--- src/rtl/rv32v_element_sequencer_if.sv ---
// Configuration/issue bundle between decode, rv32v_element_sequencer and the lane datapaths.
// slave = sequencer side, master = decode/lane side.
interface rv32v_element_sequencer_if #(
   parameter int VLEN      = 128,
   parameter int NUM_LANES = 2
);
   localparam int IW = $clog2(VLEN) + 1;
   localparam int BW = $clog2(VLEN / 8);

   logic                    start;
   logic                    abort;
   logic [IW-1:0]           vl;
   logic [IW-1:0]           vstart;
   logic [2:0]              sew;
   logic [2:0]              lmul;
   logic                    out_ready;
   logic                    busy;
   logic                    illegal;
   logic                    out_valid;
   logic                    out_last;
   logic [NUM_LANES*IW-1:0] elem_idx;
   logic [NUM_LANES*3-1:0]  reg_off;
   logic [NUM_LANES*BW-1:0] byte_off;
   logic [NUM_LANES-1:0]    lane_active;
   logic [NUM_LANES-1:0]    lane_tail;
   logic                    done;
   logic [1:0]              dbg_state;

   modport slave (
      input  start, abort, vl, vstart, sew, lmul, out_ready,
      output busy, illegal, out_valid, out_last, elem_idx, reg_off, byte_off,
             lane_active, lane_tail, done, dbg_state
   );

   modport master (
      output start, abort, vl, vstart, sew, lmul, out_ready,
      input  busy, illegal, out_valid, out_last, elem_idx, reg_off, byte_off,
             lane_active, lane_tail, done, dbg_state
   );
endinterface

--- src/rtl/rv32v_element_sequencer.sv ---
// Latches a vector op config (vl, vstart, SEW, LMUL) and issues NUM_LANES element slots per beat.
// Optional macro RV32V_SEQ_TAIL_EN: keep issuing past evl up to VLMAX and flag those lanes as tail.
module rv32v_element_sequencer #(
   parameter int VLEN      = 128,
   parameter int NUM_LANES = 2
) (
   input logic                      CLK,
   input logic                      nRST,
   rv32v_element_sequencer_if.slave sif
);
   localparam int            IW         = $clog2(VLEN) + 1;
   localparam int            BW         = $clog2(VLEN / 8);
   localparam logic [IW-1:0] BYTES      = IW'(VLEN / 8);
   localparam logic [IW-1:0] LANES      = IW'(NUM_LANES);
   localparam logic [7:0]    EPR_SHIFT0 = 8'($clog2(VLEN) - 3);

   typedef enum logic [1:0] {IDLE = 2'd0, RUN = 2'd1, DONE = 2'd2} state_t;

   state_t                  state_q, state_d;
   logic [IW-1:0]           base_q, base_d;
   logic [IW-1:0]           evl_q, evl_d;
   logic [1:0]              sew_q, sew_d;
   logic [IW-1:0]           vlmax_new, evl_new, end_new, end_d;
   logic                    cfg_bad;
   logic                    illegal_d;
   logic                    out_last_d;
   logic [IW-1:0]           idx, mask;
   logic [7:0]              shamt;
   logic [NUM_LANES*IW-1:0] elem_idx_q, elem_idx_d;
   logic [NUM_LANES*3-1:0]  reg_off_q, reg_off_d;
   logic [NUM_LANES*BW-1:0] byte_off_q, byte_off_d;
   logic [NUM_LANES-1:0]    active_q, active_d;
   logic                    busy_q, illegal_q, out_valid_q, out_last_q, done_q;
`ifdef RV32V_SEQ_TAIL_EN
   logic [IW-1:0]           vlmax_q, vlmax_d;
   logic [NUM_LANES-1:0]    tail_q, tail_d;
`endif

   // Handshake: a beat transfers on a rising edge where out_valid && out_ready; while
   // out_ready is low the beat holds unchanged, and out_valid never depends on out_ready.

   // Config decode from the raw request; only ever consumed through registers.
   always_comb begin
      vlmax_new = BYTES >> sif.sew;
      if (sif.lmul[2]) vlmax_new = vlmax_new >> (4'd8 - {1'b0, sif.lmul});
      else             vlmax_new = vlmax_new << sif.lmul[1:0];
      cfg_bad = (sif.sew >= 3'd3) || (sif.lmul == 3'd4) || (vlmax_new == '0);
      evl_new = (sif.vl < vlmax_new) ? sif.vl : vlmax_new;
`ifdef RV32V_SEQ_TAIL_EN
      end_new = vlmax_new;
`else
      end_new = evl_new;
`endif
   end

   always_comb begin
      state_d   = state_q;
      base_d    = base_q;
      evl_d     = evl_q;
      sew_d     = sew_q;
      illegal_d = 1'b0;
`ifdef RV32V_SEQ_TAIL_EN
      vlmax_d   = vlmax_q;
`endif
      case (state_q)
         IDLE: begin
            if (sif.start) begin
               if (cfg_bad) begin
                  illegal_d = 1'b1;
               end else begin
                  base_d  = sif.vstart;
                  evl_d   = evl_new;
                  sew_d   = sif.sew[1:0];
`ifdef RV32V_SEQ_TAIL_EN
                  vlmax_d = vlmax_new;
`endif
                  state_d = (sif.vstart >= end_new) ? DONE : RUN;
               end
            end
         end
         RUN: begin
            if (sif.abort) begin
               state_d = IDLE;
            end else if (sif.out_ready) begin
               base_d = base_q + LANES;
               if (out_last_q) state_d = DONE;
            end
         end
         DONE:    state_d = IDLE;
         default: state_d = IDLE;
      endcase
   end

   // Beat fields are decoded from next-state values so every output leaves a flop.
   always_comb begin
`ifdef RV32V_SEQ_TAIL_EN
      end_d  = vlmax_d;
      tail_d = '0;
`else
      end_d  = evl_d;
`endif
      shamt      = EPR_SHIFT0 - {6'd0, sew_d};
      mask       = (IW'(1) << shamt) - IW'(1);
      idx        = '0;
      elem_idx_d = '0;
      reg_off_d  = '0;
      byte_off_d = '0;
      active_d   = '0;
      out_last_d = (state_d == RUN) && ((base_d + LANES) >= end_d);
      if (state_d == RUN) begin
         for (int l = 0; l < NUM_LANES; l++) begin
            idx                       = base_d + IW'(l);
            elem_idx_d[l*IW +: IW]    = idx;
            reg_off_d[l*3 +: 3]       = 3'(idx >> shamt);
            byte_off_d[l*BW +: BW]    = BW'((idx & mask) << sew_d);
            active_d[l]               = (idx < evl_d);
`ifdef RV32V_SEQ_TAIL_EN
            tail_d[l]                 = (idx >= evl_d) && (idx < vlmax_d);
`endif
         end
      end
   end

   always_ff @(posedge CLK or negedge nRST) begin
      if (!nRST) begin
         state_q     <= IDLE;
         base_q      <= '0;
         evl_q       <= '0;
         sew_q       <= '0;
         busy_q      <= 1'b0;
         illegal_q   <= 1'b0;
         out_valid_q <= 1'b0;
         out_last_q  <= 1'b0;
         done_q      <= 1'b0;
         elem_idx_q  <= '0;
         reg_off_q   <= '0;
         byte_off_q  <= '0;
         active_q    <= '0;
`ifdef RV32V_SEQ_TAIL_EN
         vlmax_q     <= '0;
         tail_q      <= '0;
`endif
      end else begin
         state_q     <= state_d;
         base_q      <= base_d;
         evl_q       <= evl_d;
         sew_q       <= sew_d;
         busy_q      <= (state_d != IDLE);
         illegal_q   <= illegal_d;
         out_valid_q <= (state_d == RUN);
         out_last_q  <= out_last_d;
         done_q      <= (state_d == DONE);
         elem_idx_q  <= elem_idx_d;
         reg_off_q   <= reg_off_d;
         byte_off_q  <= byte_off_d;
         active_q    <= active_d;
`ifdef RV32V_SEQ_TAIL_EN
         vlmax_q     <= vlmax_d;
         tail_q      <= tail_d;
`endif
      end
   end

   assign sif.busy        = busy_q;
   assign sif.illegal     = illegal_q;
   assign sif.out_valid   = out_valid_q;
   assign sif.out_last    = out_last_q;
   assign sif.done        = done_q;
   assign sif.elem_idx    = elem_idx_q;
   assign sif.reg_off     = reg_off_q;
   assign sif.byte_off    = byte_off_q;
   assign sif.lane_active = active_q;
   assign sif.dbg_state   = state_q;
`ifdef RV32V_SEQ_TAIL_EN
   assign sif.lane_tail   = tail_q;
`else
   assign sif.lane_tail   = '0;
`endif
endmodule
--- src/flat_wrapper.sv ---
// flat-port wrapper written by rule: the top's interface ports become plain ports
module rv32v_element_sequencer_flat 
#(
   parameter int VLEN      = 128,
   parameter int NUM_LANES = 2
)
  (CLK, nRST, sif_start, sif_abort, sif_vl, sif_vstart, sif_sew, sif_lmul, sif_out_ready, sif_busy, sif_illegal, sif_out_valid, sif_out_last, sif_elem_idx, sif_reg_off, sif_byte_off, sif_lane_active, sif_lane_tail, sif_done, sif_dbg_state);
  rv32v_element_sequencer_if #(.VLEN(VLEN), .NUM_LANES(NUM_LANES)) sif_i ();
  input logic CLK;
  input logic nRST;
  input wire logic [$bits(sif_i.start)-1:0] sif_start;
  input wire logic [$bits(sif_i.abort)-1:0] sif_abort;
  input wire logic [$bits(sif_i.vl)-1:0] sif_vl;
  input wire logic [$bits(sif_i.vstart)-1:0] sif_vstart;
  input wire logic [$bits(sif_i.sew)-1:0] sif_sew;
  input wire logic [$bits(sif_i.lmul)-1:0] sif_lmul;
  input wire logic [$bits(sif_i.out_ready)-1:0] sif_out_ready;
  output wire logic [$bits(sif_i.busy)-1:0] sif_busy;
  output wire logic [$bits(sif_i.illegal)-1:0] sif_illegal;
  output wire logic [$bits(sif_i.out_valid)-1:0] sif_out_valid;
  output wire logic [$bits(sif_i.out_last)-1:0] sif_out_last;
  output wire logic [$bits(sif_i.elem_idx)-1:0] sif_elem_idx;
  output wire logic [$bits(sif_i.reg_off)-1:0] sif_reg_off;
  output wire logic [$bits(sif_i.byte_off)-1:0] sif_byte_off;
  output wire logic [$bits(sif_i.lane_active)-1:0] sif_lane_active;
  output wire logic [$bits(sif_i.lane_tail)-1:0] sif_lane_tail;
  output wire logic [$bits(sif_i.done)-1:0] sif_done;
  output wire logic [$bits(sif_i.dbg_state)-1:0] sif_dbg_state;
  assign sif_i.start = sif_start;
  assign sif_i.abort = sif_abort;
  assign sif_i.vl = sif_vl;
  assign sif_i.vstart = sif_vstart;
  assign sif_i.sew = sif_sew;
  assign sif_i.lmul = sif_lmul;
  assign sif_i.out_ready = sif_out_ready;
  assign sif_busy = sif_i.busy;
  assign sif_illegal = sif_i.illegal;
  assign sif_out_valid = sif_i.out_valid;
  assign sif_out_last = sif_i.out_last;
  assign sif_elem_idx = sif_i.elem_idx;
  assign sif_reg_off = sif_i.reg_off;
  assign sif_byte_off = sif_i.byte_off;
  assign sif_lane_active = sif_i.lane_active;
  assign sif_lane_tail = sif_i.lane_tail;
  assign sif_done = sif_i.done;
  assign sif_dbg_state = sif_i.dbg_state;
  rv32v_element_sequencer #(.VLEN(VLEN), .NUM_LANES(NUM_LANES)) u_core (.CLK(CLK), .nRST(nRST), .sif(sif_i));
endmodule
--- config.mk ---
export PLATFORM = sky130hd
export DESIGN_NAME = rv32v_element_sequencer_flat
export DESIGN_NICKNAME = d
export VERILOG_FILES = /design/src/rtl/rv32v_element_sequencer_if.sv /design/src/rtl/rv32v_element_sequencer.sv /design/src/flat_wrapper.sv
export SDC_FILE = /design/constraint.sdc
export NUM_CORES = 1
export LEC_CHECK = 0
export BUFFER_PORTS_ARGS = -buffer_cell sky130_fd_sc_hd__buf_4
export CORE_ASPECT_RATIO = 0.7
export CORE_MARGIN = 2
export CORE_UTILIZATION = 58
export CTS_CLUSTER_SIZE = 30
export DETAILED_ROUTE_END_ITERATION = 16
export PLACE_DENSITY = 0.79
export SLEW_MARGIN = 10
export SYNTH_ARGS = -nofsm -noshare
export SYNTH_HDL_FRONTEND = slang
export SYNTH_SLANG_ARGS = --single-unit
--- constraint.sdc ---
create_clock -name CLK -period 5.03 [get_ports CLK]
set_clock_uncertainty 0.1 [all_clocks]
set_input_delay 0.503 -clock CLK [delete_from_list [all_inputs] [get_ports CLK]]
set_output_delay 0.503 -clock CLK [all_outputs]
set_load 0.01 [all_outputs]
Word-level counts from Yosys, hierarchy flattened --
Cells that the tools add are included.
Word-level totals: bits in registers 57, latch bits 0, memory bits (writable) 0, bits in read-only memories 0, input port bits 27, output and inout bits 41, memories 0
Cells by class: add/subtract/negate cells 6, multiply operators 0, divide/modulo/power cells 0, magnitude comparators 6, eq/ne operators 4, shift operators 8, mux-type cells 27, bitwise logic cells 2, reductions and logical operators 6
Operators by type and width (number):
- $mux 8 | 10
- $lt 8x8->1 | 3
- $mux 2 | 10
- $add 8x2->8 const B | 2
- $and 8x8->8 | 2
- $ge 8x8->1 | 2
- $mux 16 | 1
- $pmux 8 s2 | 1
- $shl 8x2->4 | 2
- $shr 8x8->3 | 2
- $add 8x1->8 const B | 1
- $logic_not 8->1 | 1
- $shl 1x8->8 const A | 1
- $shl 8x2->8 | 1
- $shr 5x3->8 const A | 1
- $shr 8x4->8 | 1
- $sub 8x2->8 const B | 1
- $mux 6 | 1
- $eq 2x1->1 const B | 2
- $pmux 2 s2 | 1
- $sub 3x2->4 const A | 1
- $sub 4x3->4 const A | 1
- $eq 3x3->1 const B | 1
- $ge 3x2->1 const B | 1
- 6 further kinds | 9

Logic depth before layout (Yosys ltp) --
Gate-level depths: netlist of run 1.
word-level depth 14, gate-level depth with buffers 30, mapped depth without buffers 27

Worst setup path before layout of run 1 --
OpenSTA, ideal clock, no wires.
kind input to register, from in sif_lmul[0], to reg u_core.byte_off_q[6], in the netlist u_core.sif.byte_off[6], setup time 86 ps, data arrival time 5027 ps, required time 4844 ps, slack -183 ps, stages 23, path buffers 5, cell sequence buf_6 > buf_8 > inv_1 > ha_1 > ha_1 > and3b_1 > o2111ai_1 > and3_1 > ha_1 > a2111o_1 > a221oi_1 > a31oi_2 > clkbuf_1 > a21oi_1 > ha_1 > nand2b_1 > maj3_2 > maj3_2 > a31oi_2 > a21oi_1 > buf_6 > buf_6 > nor3_1
On the way: word-level cells in the longest chain between the ends 14, elaborated cells on any way between the ends 29
RTL lines:
- start: declaration | RTL line flat_wrapper.sv:16 | input wire logic [$bits(sif_i.lmul)-1:0] sif_lmul;
- $sub 4x3->4 | RTL line rv32v_element_sequencer.sv:45 | if (sif.lmul[2]) vlmax_new = vlmax_new >> (4'd8 - {1'b0, sif.lmul});
- $shr 8x4->8 | RTL line rv32v_element_sequencer.sv:45
- $mux 8 | RTL line rv32v_element_sequencer.sv:45
- $logic_not 8->1 | RTL line rv32v_element_sequencer.sv:47 | cfg_bad = (sif.sew >= 3'd3) || (sif.lmul == 3'd4) || (vlmax_new == '0);
- $logic_or 1x1->1 | RTL line rv32v_element_sequencer.sv:47
- $mux 2 | RTL line rv32v_element_sequencer.sv:68 | if (cfg_bad) begin
- $mux 2 | RTL line rv32v_element_sequencer.sv:67 | if (sif.start) begin
- $mux 2 | RTL line rv32v_element_sequencer.sv:65 | case (state_q)
- $sub 3x2->4 | RTL line rv32v_element_sequencer.sv:102 | shamt = EPR_SHIFT0 - {6'd0, sew_d};
- $shl 1x8->8 | RTL line rv32v_element_sequencer.sv:103 | mask = (IW'(1) << shamt) - IW'(1);
- $sub 8x2->8 | RTL line rv32v_element_sequencer.sv:103
- $and 8x8->8 | RTL line rv32v_element_sequencer.sv:115 | byte_off_d[l*BW +: BW] = BW'((idx & mask) << sew_d);
- $shl 8x2->4 | RTL line rv32v_element_sequencer.sv:115
- $mux 8 * | RTL line rv32v_element_sequencer.sv:110 | if (state_d == RUN) begin
- via u_core.byte_off_d[6] | RTL line rv32v_element_sequencer.sv:31 | logic [NUM_LANES*BW-1:0] byte_off_q, byte_off_d;
- end signal: assignment | RTL line rv32v_element_sequencer.sv:155 | byte_off_q <= byte_off_d;
- end: declaration | RTL line rv32v_element_sequencer.sv:31
The timed path passes the listed nets; every way through them passes the cells marked *.

Final worst setup path of run 1 --
from in sif_lmul[0], to reg u_core.elem_idx_q[2], in the netlist u_core.sif.elem_idx[2]
On the way: word-level cells in the longest chain between the ends 12, elaborated cells on any way between the ends 20
RTL lines:
- $sub 4x3->4 | RTL line rv32v_element_sequencer.sv:45
- $shr 8x4->8 | RTL line rv32v_element_sequencer.sv:45
- $mux 8 | RTL line rv32v_element_sequencer.sv:45
- $lt 8x8->1 | RTL line rv32v_element_sequencer.sv:48 | evl_new = (sif.vl < vlmax_new) ? sif.vl : vlmax_new;
- $mux 8 | RTL line rv32v_element_sequencer.sv:48
- $ge 8x8->1 | RTL line rv32v_element_sequencer.sv:77 | state_d = (sif.vstart >= end_new) ? DONE : RUN;
- $mux 2 | RTL line rv32v_element_sequencer.sv:77
- $mux 2 | RTL line rv32v_element_sequencer.sv:68
- $mux 2 | RTL line rv32v_element_sequencer.sv:67
- $pmux 2 s2 | RTL line rv32v_element_sequencer.sv:65
- $eq 2x1->1 | RTL line rv32v_element_sequencer.sv:110
- $mux 16 * | RTL line rv32v_element_sequencer.sv:110
- via u_core.elem_idx_d[2] | RTL line rv32v_element_sequencer.sv:29 | logic [NUM_LANES*IW-1:0] elem_idx_q, elem_idx_d;
- end signal: assignment | RTL line rv32v_element_sequencer.sv:153 | elem_idx_q <= elem_idx_d;
- end: declaration | RTL line rv32v_element_sequencer.sv:29
Marks and branches as above.

==> results of run 1 <==
-- layer usage --
metal / wire, microns / track usage (%)
met4: 99 / 4.87
met1: 5590 / 48.1
met3: 1280 / 5.70
met5: 0 / 0
met2: 5180 / 43.3
-- path summary, 6_finish.rpt --
| path | end | cells after the start | from | slack (ns) |
|---|---|---|---|---|
| max | u_core.sif.elem_idx[2]$_DFF_PN0_ | 22 | sif_lmul[0] | 0.16 |
| min | u_core.sif.dbg_state[1]$_DFF_PN0_ | 1 | nRST | 0.11 |
| max reg2reg | u_core.sif.lane_active[1]$_DFF_PN0_ | 16 | u_core.sif.dbg_state[0]$_DFF_PN0_ | 1.13 |
| min reg2reg | u_core.evl_q[1]$_DFF_PN0_ | 2 | u_core.evl_q[1]$_DFF_PN0_ | 0.40 |
| max in group asynchronous | u_core.evl_q[4]$_DFF_PN0_ | 1 | nRST | 4.24 |
| min in group CLK | u_core.sif.illegal$_DFF_PN0_ | 2 | sif_start | 0.35 |
-- kinds of logic (layout without fill, tap and decap cells) --
kind of cell    after synthesis  after routing  share of synthesized area (%)
buf+inv                      63            156                           7.43
simple gates                172            172                           21.2
compound gates              126            126                           20.4
flops                        57             57                           32.2
xor+xnor                     15             15                           3.13
other cells                   1              2                         0.0846
mux                          11             11                           2.97
fa+ha+maj                    45             45                           12.7
-- power by group through the flow --
| stage | clock (mW) | sequential, mW | combinational, mW |
|---|---|---|---|
| floorplan | 0 | 0.585 | 0.942 |
| global placement | 0 | 0.583 | 1.33 |
| detailed placement | 0 | 0.586 | 1.37 |
| CTS | 0.443 | 0.578 | 1.39 |
| global route | 0.468 | 0.587 | 1.60 |
| finish | 0.436 | 0.579 | 1.44 |
-- metrics by stage --
stage / TNS (ns) / util, % / area (sq um) / power [mW] / setup slack (ns)
finish: 0 / 74.2 / 5460 / 2.45 / 0.162
global route: -0.0588 / 74.2 / 5460 / 2.65 / -0.0135
CTS: 0 / 73.3 / 5390 / 2.41 / 0.0327
detailed placement: -7.99 / 70.5 / 5180 / 1.95 / -0.307
global placement: -0.222 / 70.5 / 5180 / 1.92 / -0.0315
floorplan: 0 / - / 4480 / 1.53 / 0.0300
-- cell usage in the layout, fill, tap and decap left out, drive strengths merged, types with 3 or more instances in the layout --
cell | Yosys | routed
clkbuf | 8 | 10
mux2 | 4 | 4
and3b | 3 | 3
a21oi | 24 | 24
inv | 33 | 33
nand2b | 13 | 13
nand3 | 8 | 8
dfrtp | 57 | 57
nor4bb | 4 | 4
buf | 21 | 106
o211ai | 4 | 4
mux2i | 7 | 7
or3 | 4 | 4
nor3 | 10 | 10
nor2b | 16 | 16
clkinv | 1 | 4
o21ai | 32 | 32
nor2 | 44 | 44
o21a | 7 | 7
nand2 | 42 | 42
o2111ai | 4 | 4
and3 | 7 | 7
xnor2 | 11 | 11
a311oi | 3 | 3
a21o | 4 | 4
ha | 43 | 43
a22oi | 4 | 4
a21boi | 3 | 3
xor2 | 4 | 4
and2 | 5 | 5
a211oi | 13 | 13
nand4 | 6 | 6
a31oi | 7 | 7
-- final cells by class --
| class | instances | area (sq um) |
|---|---|---|
| Fill cell | 552 | 1900 |
| Clock inverter | 6 | 67.6 |
| Multi-Input combinational cell | 371 | 2770 |
| Sequential cell | 57 | 1430 |
| Tap cell | 98 | 123 |
| Clock buffer | 10 | 138 |
| Timing Repair Buffer | 106 | 796 |
| Inverter | 34 | 133 |
-- critical path, cell delays in order --
cell and delay (ns):
sky130_fd_sc_hd__buf_4 0.08, sky130_fd_sc_hd__inv_1 0.07, sky130_fd_sc_hd__ha_4 0.17, sky130_fd_sc_hd__ha_4 0.29, sky130_fd_sc_hd__nor4bb_1 0.26, sky130_fd_sc_hd__o211ai_1 0.14, sky130_fd_sc_hd__and3_4 0.20, sky130_fd_sc_hd__ha_1 0.32
sky130_fd_sc_hd__a2111o_1 0.40, sky130_fd_sc_hd__a221oi_2 0.32, sky130_fd_sc_hd__a31oi_4 0.11, sky130_fd_sc_hd__buf_4 0.21, sky130_fd_sc_hd__nor2b_1 0.11, sky130_fd_sc_hd__a31oi_1 0.08, sky130_fd_sc_hd__ha_1 0.33, sky130_fd_sc_hd__and4_1 0.22
sky130_fd_sc_hd__a21oi_1 0.08, sky130_fd_sc_hd__nand2_1 0.11, sky130_fd_sc_hd__a31oi_4 0.05, sky130_fd_sc_hd__a21oi_2 0.56, sky130_fd_sc_hd__buf_4 0.30, sky130_fd_sc_hd__nor2_1 0.08
-- state kept, by name (all words and copies together), names as in the netlist --
register                count
u_core.sif.illegal          1
u_core.sif.reg_off          6
u_core.sif.dbg_state        2
u_core.sif.lane_active      2
u_core.sif.busy             1
u_core.sew_q                2
u_core.sif.byte_off         8
u_core.sif.out_valid        1
u_core.sif.elem_idx        16
u_core.sif.out_last         1
u_core.base_q               8
u_core.sif.done             1
u_core.evl_q                8
-- timing repair --
action                     in CTS  in global routing
buffers inserted                0                  1
hold endpoints to repair        0                  0
setup endpoints to repair       0                 35
resized for setup               0                 12
==> results.md, run 1 <==
| Result | Reported | Unit |
|---|---|---|
| Count of antenna-violating nets left after detailed routing | 0 | - |
| Hold WS | 0.110 | ns |
| Share of post-route cells with drive strength above 1 | 28.3 | % |
| Std-Cell Core Area | 0.00735 | sq mm |
| Cells after Synth | 490 | - |
| Antenna violations before repair | 0 | - |
| Worst relative slew slack | 52.6 | % |
| Required time at the worst-slack endpoint | 5.15 | ns |
| Count of yosys warnings during synthesis | 0 | - |
| Count of nets after finishing | 649 | - |
| Sum of overflow across all layers after global routing | 0 | - |
| Library cell with the highest instance count after synthesis | sky130_fd_sc_hd__dfrtp_1 | - |
| Power Density | 449 | mW/mm^2 |
| Final setup viols | 0 | - |
| Max-cap violations | 0 | - |
| Total I/O pin count | 68 | - |
| Kind of critical path | in2reg | - |
| Switching component of the power | 1.07 | mW |
| Level count of the clock H-tree | 3 | - |
| Syn-to-layout area delta | 23.1 | % |
| Proportion of power drawn by flip-flops and latches | 23.6 | % |
| Inserted Clock Buffers | 9 | - |
| Internal power | 1.39 | mW |
| WP data arrival | 4.99 | ns |
| Clk network pwr share | 17.8 | % |
| Clock slew at the register clock pins of the worst setup and hold paths | 0.07 | ns |
| DIE AREA | 0.00837 | sq mm |
| Cell chosen for the clock root | sky130_fd_sc_hd__clkbuf_8 | - |
| Pins Over Slew Limit | 0 | - |
| Max Root-Sink Buffers | 2 | - |
| Total global routing track utilization | 30.4 | % |
| Average wire per standard cell | 17.8 | microns |
| Drt initial violations | 426 | - |
| Final weighted congestion in routability-driven placement | 0.938 | - |
| List of most frequent post-synthesis cells | 57 x sky130_fd_sc_hd__dfrtp_1, 44 x sky130_fd_sc_hd__nor2_1, 43 x sky130_fd_sc_hd__ha_1, 42 x sky130_fd_sc_hd__nand2_1 | - |
| Pin slew with the least headroom to its limit | 0.712 | ns |
| Share of async-settable or async-resettable flops after synthesis | 100 | % |
| Leak Pwr | 2.61 | nW |
| Port buffer count | 65 | - |
| Largest net degree at the start of global routing | 58 | - |
| Post-synth cell types | 79 | - |
| Iteration count of the initial detailed-routing pass | 5 | - |
| HPWL reported at the end of detailed placement | 9160 | microns |
| Synth top area share | 32.2 | % |
| Gate power share | 58.6 | % |
| Number of hold-slack violations in the final timing report | 0 | - |
| Overall routed net length | 12200 | microns |
| Die extent in y | 77.1 | microns |
| Clock network latency to the later pin of the worst-skew pair | 0.34 | ns |
| Number of enable flip-flop cells after synthesis | 0 | - |
| Most instantiated flip-flop cell in the synthesis netlist | sky130_fd_sc_hd__dfrtp_1 | - |
| Initial core utilization | 60.3 | % |
| Antenna Cells | 0 | - |
| Post-synthesis sequential area ratio | 32.2 | % |
| CTS sink cnt | 57 | - |
| Die outline width | 108 | microns |
| Cell taking the most area after synthesis | sky130_fd_sc_hd__dfrtp_1 | - |
| Netlist area before placement | 0.00443 | sq mm |
| Class of the most critical hold timing path | in2async | - |
| Period utilisation layout | 96.8 | % |
| Final critical-path required period | 4.87 | ns |
| Seq cells post-synth | 57 | - |
| Largest vdd supply drop | 0.000337 | V |
| Via density per instance | 6.08 | - |
| Max frequency | 205 | MHz |
| CTS tree | built | - |
| First-pass GRT wire length | 19900 | microns |
| Final cell count without fillers | 682 | - |
| Category of the worst setup path launch point | input port | - |
| Biggest area contributors in the synthesized netlist | sky130_fd_sc_hd__dfrtp_1 32%, sky130_fd_sc_hd__ha_1 12%, sky130_fd_sc_hd__nor2_1 3.7%, sky130_fd_sc_hd__nand2_1 3.6%, sky130_fd_sc_hd__o21ai_0 3.4% | - |
| Count of hold buffers inserted by post-cts repair | 0 | - |
| Sw frac | 43.5 | % |
| Endpoint type of the worst setup path | register | - |
| Number of core rows | 26 | - |
| Total DRC errors in the routed layout | 0 | - |
| Via count of the first global-routing pass | 3847 | - |
| Cells after DPL | 665 | - |
| Largest fanout on the critical path | 12 | - |
| Synth Area per Inst | 9.04 | sq um |
| Outcome | complete, no violations | - |
| Total number of vias | 4144 | - |
Note: power is estimated with default switching activity, not from simulation.
==> inputs of run 2 (changes only) <==
- PLACE_DENSITY: 0.79 -> not set
- PLACE_DENSITY_LB_ADDON: not set -> 0.15
==> run 2 against run 1 <==
Utilization increased by 1.5 points. Non-clock buffer count increased by 6. Combinational power increased by 4%. Via count increased by 1.3%. Sequential power about the same. Largest cell class unchanged. Critical path type unchanged. Critical endpoint is now u_core.sif.lane_active[0]$_DFF_PN0_.
==> results.md, run 2 (same netlist as run 1, synthesis figures left out) <==
| Result | Reported | Unit |
|---|---|---|
| Period utilisation layout | 97.0 | % |
| Worst path bufs/invs | 3 | - |
| Die extent in y | 77.1 | microns |
| Via count of the first global-routing pass | 3834 | - |
| WP data arrival | 5.02 | ns |
| Worst setup slack for register-to-register paths | 1.12 | ns |
| Total I/O pin count | 68 | - |
| Antenna violations before repair | 0 | - |
| Outcome | complete, no violations | - |
| Total number of vias | 4196 | - |
| Register cell area after layout | 0.00143 | sq mm |
| Reg-to-reg startpoint | u_core.sif.dbg_state[0]$_DFF_PN0_ | - |
| Combined area of the multi-input logic cells | 0.00284 | sq mm |
| Class of the most critical hold timing path | in2async | - |
| Number of inserted filler cells in the final layout | 531 | - |
| Critical path's largest stage delay | 0.43 | ns |
| Hold WS | 0.107 | ns |
| Level count of the clock H-tree | 3 | - |
| DIE AREA | 0.00837 | sq mm |
| Total global routing track utilization | 32.2 | % |
| Highest-count cells in the layout ignoring fill and taps | 112 x sky130_fd_sc_hd__buf_4, 57 x sky130_fd_sc_hd__dfrtp_1, 43 x sky130_fd_sc_hd__nor2_1, 42 x sky130_fd_sc_hd__nand2_1, 41 x sky130_fd_sc_hd__ha_1 | - |
| Worst relative slew slack | 50.6 | % |
| Pins Over Slew Limit | 0 | - |
| Critical path cell sequence | buf_4 > inv_1 > ha_4 > xor2_1 > and2_4 > a21oi_1 > o32a_1 > ha_1 > a2111o_1 > a221oi_4 > a31oi_4 > mux2_4 > o21ai_2 > inv_1 > ha_1 > nor2b_1 > o21a_1 > o21ai_1 > nand2b_1 > a21oi_1 > nor2b_1 > o21ai_1 > nand2b_1 > a211oi_2 | - |
| Average wire per standard cell | 19.3 | microns |
| Port buffer count | 65 | - |
| Total DRC errors in the routed layout | 0 | - |
| Worst path slowest cell | sky130_fd_sc_hd__a2111o_1 | - |
| Worst Setup Slack post-DPL | -0.433 | ns |
| Final critical-path required period | 4.88 | ns |
| Number of core rows | 26 | - |
| Most common cell after layout, fill and taps aside | sky130_fd_sc_hd__buf_4 | - |
| Via density per instance | 6.09 | - |
| Pin slew with the least headroom to its limit | 0.736 | ns |
| Terminus of the critical flop-to-flop path | u_core.sif.lane_active[1]$_DFF_PN0_ | - |
| Final weighted congestion in routability-driven placement | 0.961 | - |
| Count of hold buffers inserted by post-cts repair | 0 | - |
| Largest net degree at the start of global routing | 58 | - |
| Final WS setup | 0.151 | ns |
| Overall Power | 2.53 | mW |
| Cell chosen for the clock root | sky130_fd_sc_hd__clkbuf_8 | - |
| Inserted Clock Buffers | 9 | - |
| Category of the worst setup path launch point | input port | - |
| First-pass GRT wire length | 20600 | microns |
| Power Density | 454 | mW/mm^2 |
| Post-detailed-placement cell area | 0.00522 | sq mm |
| Drt initial violations | 485 | - |
| Max frequency | 205 | MHz |
| Sum of overflow across all layers after global routing | 0 | - |
| Clock network latency to the later pin of the worst-skew pair | 0.35 | ns |
| Antenna Cells | 0 | - |
| Max-cap violations | 0 | - |
| Kind of critical path | in2reg | - |
| Largest fanout on the critical path | 5 | - |
| Number of hold-slack violations in the final timing report | 0 | - |
| Largest vdd supply drop | 0.000310 | V |
| Max Root-Sink Buffers | 2 | - |
| Iteration count of the initial detailed-routing pass | 6 | - |
| CTS sink cnt | 57 | - |
| Syn-to-layout area delta | 25.6 | % |
| Core Util, Final | 75.7 | % |
| Std-Cell Core Area | 0.00735 | sq mm |
| Die outline width | 108 | microns |
| Flip-flop count of the largest register, all copies and words added | 16 | - |
| Family with the most delay on the worst path | compound AO/OA/AOI/OAI gates | - |
| Final setup viols | 0 | - |
| Worst Reg2Reg Path Length in Cells | 17 | - |
| Leak Pwr | 2.66 | nW |
| Share of post-route cells with drive strength above 1 | 29.9 | % |
| Required time at the worst-slack endpoint | 5.17 | ns |
| Count of antenna-violating nets left after detailed routing | 0 | - |
| Endpoint type of the worst setup path | register | - |
| CTS tree | built | - |
| Initial core utilization | 60.3 | % |
| Overall routed net length | 13300 | microns |
| Clock slew at the register clock pins of the worst setup and hold paths | 0.08 | ns |
| HPWL reported at the end of detailed placement | 9590 | microns |
| Count of nets after finishing | 656 | - |
| Post-route standard cell area excluding fillers | 0.00556 | sq mm |
## run 2: routing by layer
layer | wire (microns) | GRT usage [%]
met5 | 0 | 0
met4 | 119 | 6.15
met3 | 1480 | 10.2
met2 | 5550 | 44.8
met1 | 6120 | 49.0
## run 2: worst max-delay path by stage
stage | from | depth (start not counted) | to | slack (ns)
global route | sif_lmul[0] | 20 | u_core.sif.lane_active[1]$_DFF_PN0_ | -0.03
CTS | sif_lmul[0] | 24 | u_core.sif.lane_active[0]$_DFF_PN0_ | 0.04
floorplan | sif_lmul[0] | 25 | u_core.sif.lane_active[1]$_DFF_PN0_ | 0.03
global placement | sif_lmul[0] | 26 | u_core.sif.lane_active[1]$_DFF_PN0_ | -0.24
detailed placement | sif_lmul[0] | 26 | u_core.sif.lane_active[1]$_DFF_PN0_ | -0.43
finish | sif_lmul[0] | 24 | u_core.sif.lane_active[0]$_DFF_PN0_ | 0.15
## run 2: cell type report
class	instances	area share, %
repair buffers	112	15.1
multi-input cells	372	51.0
well taps	98	2.20
clock inverters	6	1.19
flip-flops and latches	57	25.6
clock buffers	10	2.47
inverters	34	2.38
## run 2: metrics by stage
| step | TNS [ns] | cells |
|---|---|---|
| final | 0 | 689 |
| after global routing | -0.0718 | 689 |
| after CTS | 0 | 685 |
| after floorplan | 0 | 491 |
| after global placement | -1.07 | 669 |
| after detailed placement | -5.76 | 669 |
## run 2: worst register-to-register path, stage by stage, from the launching register on
cell,delay (ns)
sky130_fd_sc_hd__dfrtp_1,0.55
sky130_fd_sc_hd__nor2_1,0.26
sky130_fd_sc_hd__and3_1,0.25
sky130_fd_sc_hd__o21ai_2,0.14
sky130_fd_sc_hd__nand2_1,0.09
sky130_fd_sc_hd__a21boi_0,0.42
sky130_fd_sc_hd__inv_1,0.12
sky130_fd_sc_hd__ha_1,0.35
sky130_fd_sc_hd__ha_1,0.29
sky130_fd_sc_hd__nor2b_1,0.13
sky130_fd_sc_hd__o21a_1,0.16
sky130_fd_sc_hd__o21ai_0,0.19
sky130_fd_sc_hd__nand2b_1,0.08
sky130_fd_sc_hd__a21oi_1,0.15
sky130_fd_sc_hd__nor2b_1,0.06
sky130_fd_sc_hd__o21ai_1,0.13
sky130_fd_sc_hd__nand2b_1,0.11
sky130_fd_sc_hd__a211oi_2,0.23
## run 2: report_power, final
group / switching [mW] / internal, mW
registers: 0.0487 / 0.532
logic: 0.872 / 0.627
clock network: 0.203 / 0.243
## run 2: what timing repair did
item	CTS	global route
pin swaps	1	5
resized for setup	6	16
setup endpoints to repair	3	32
cloned	0	1
setup buffers	0	3
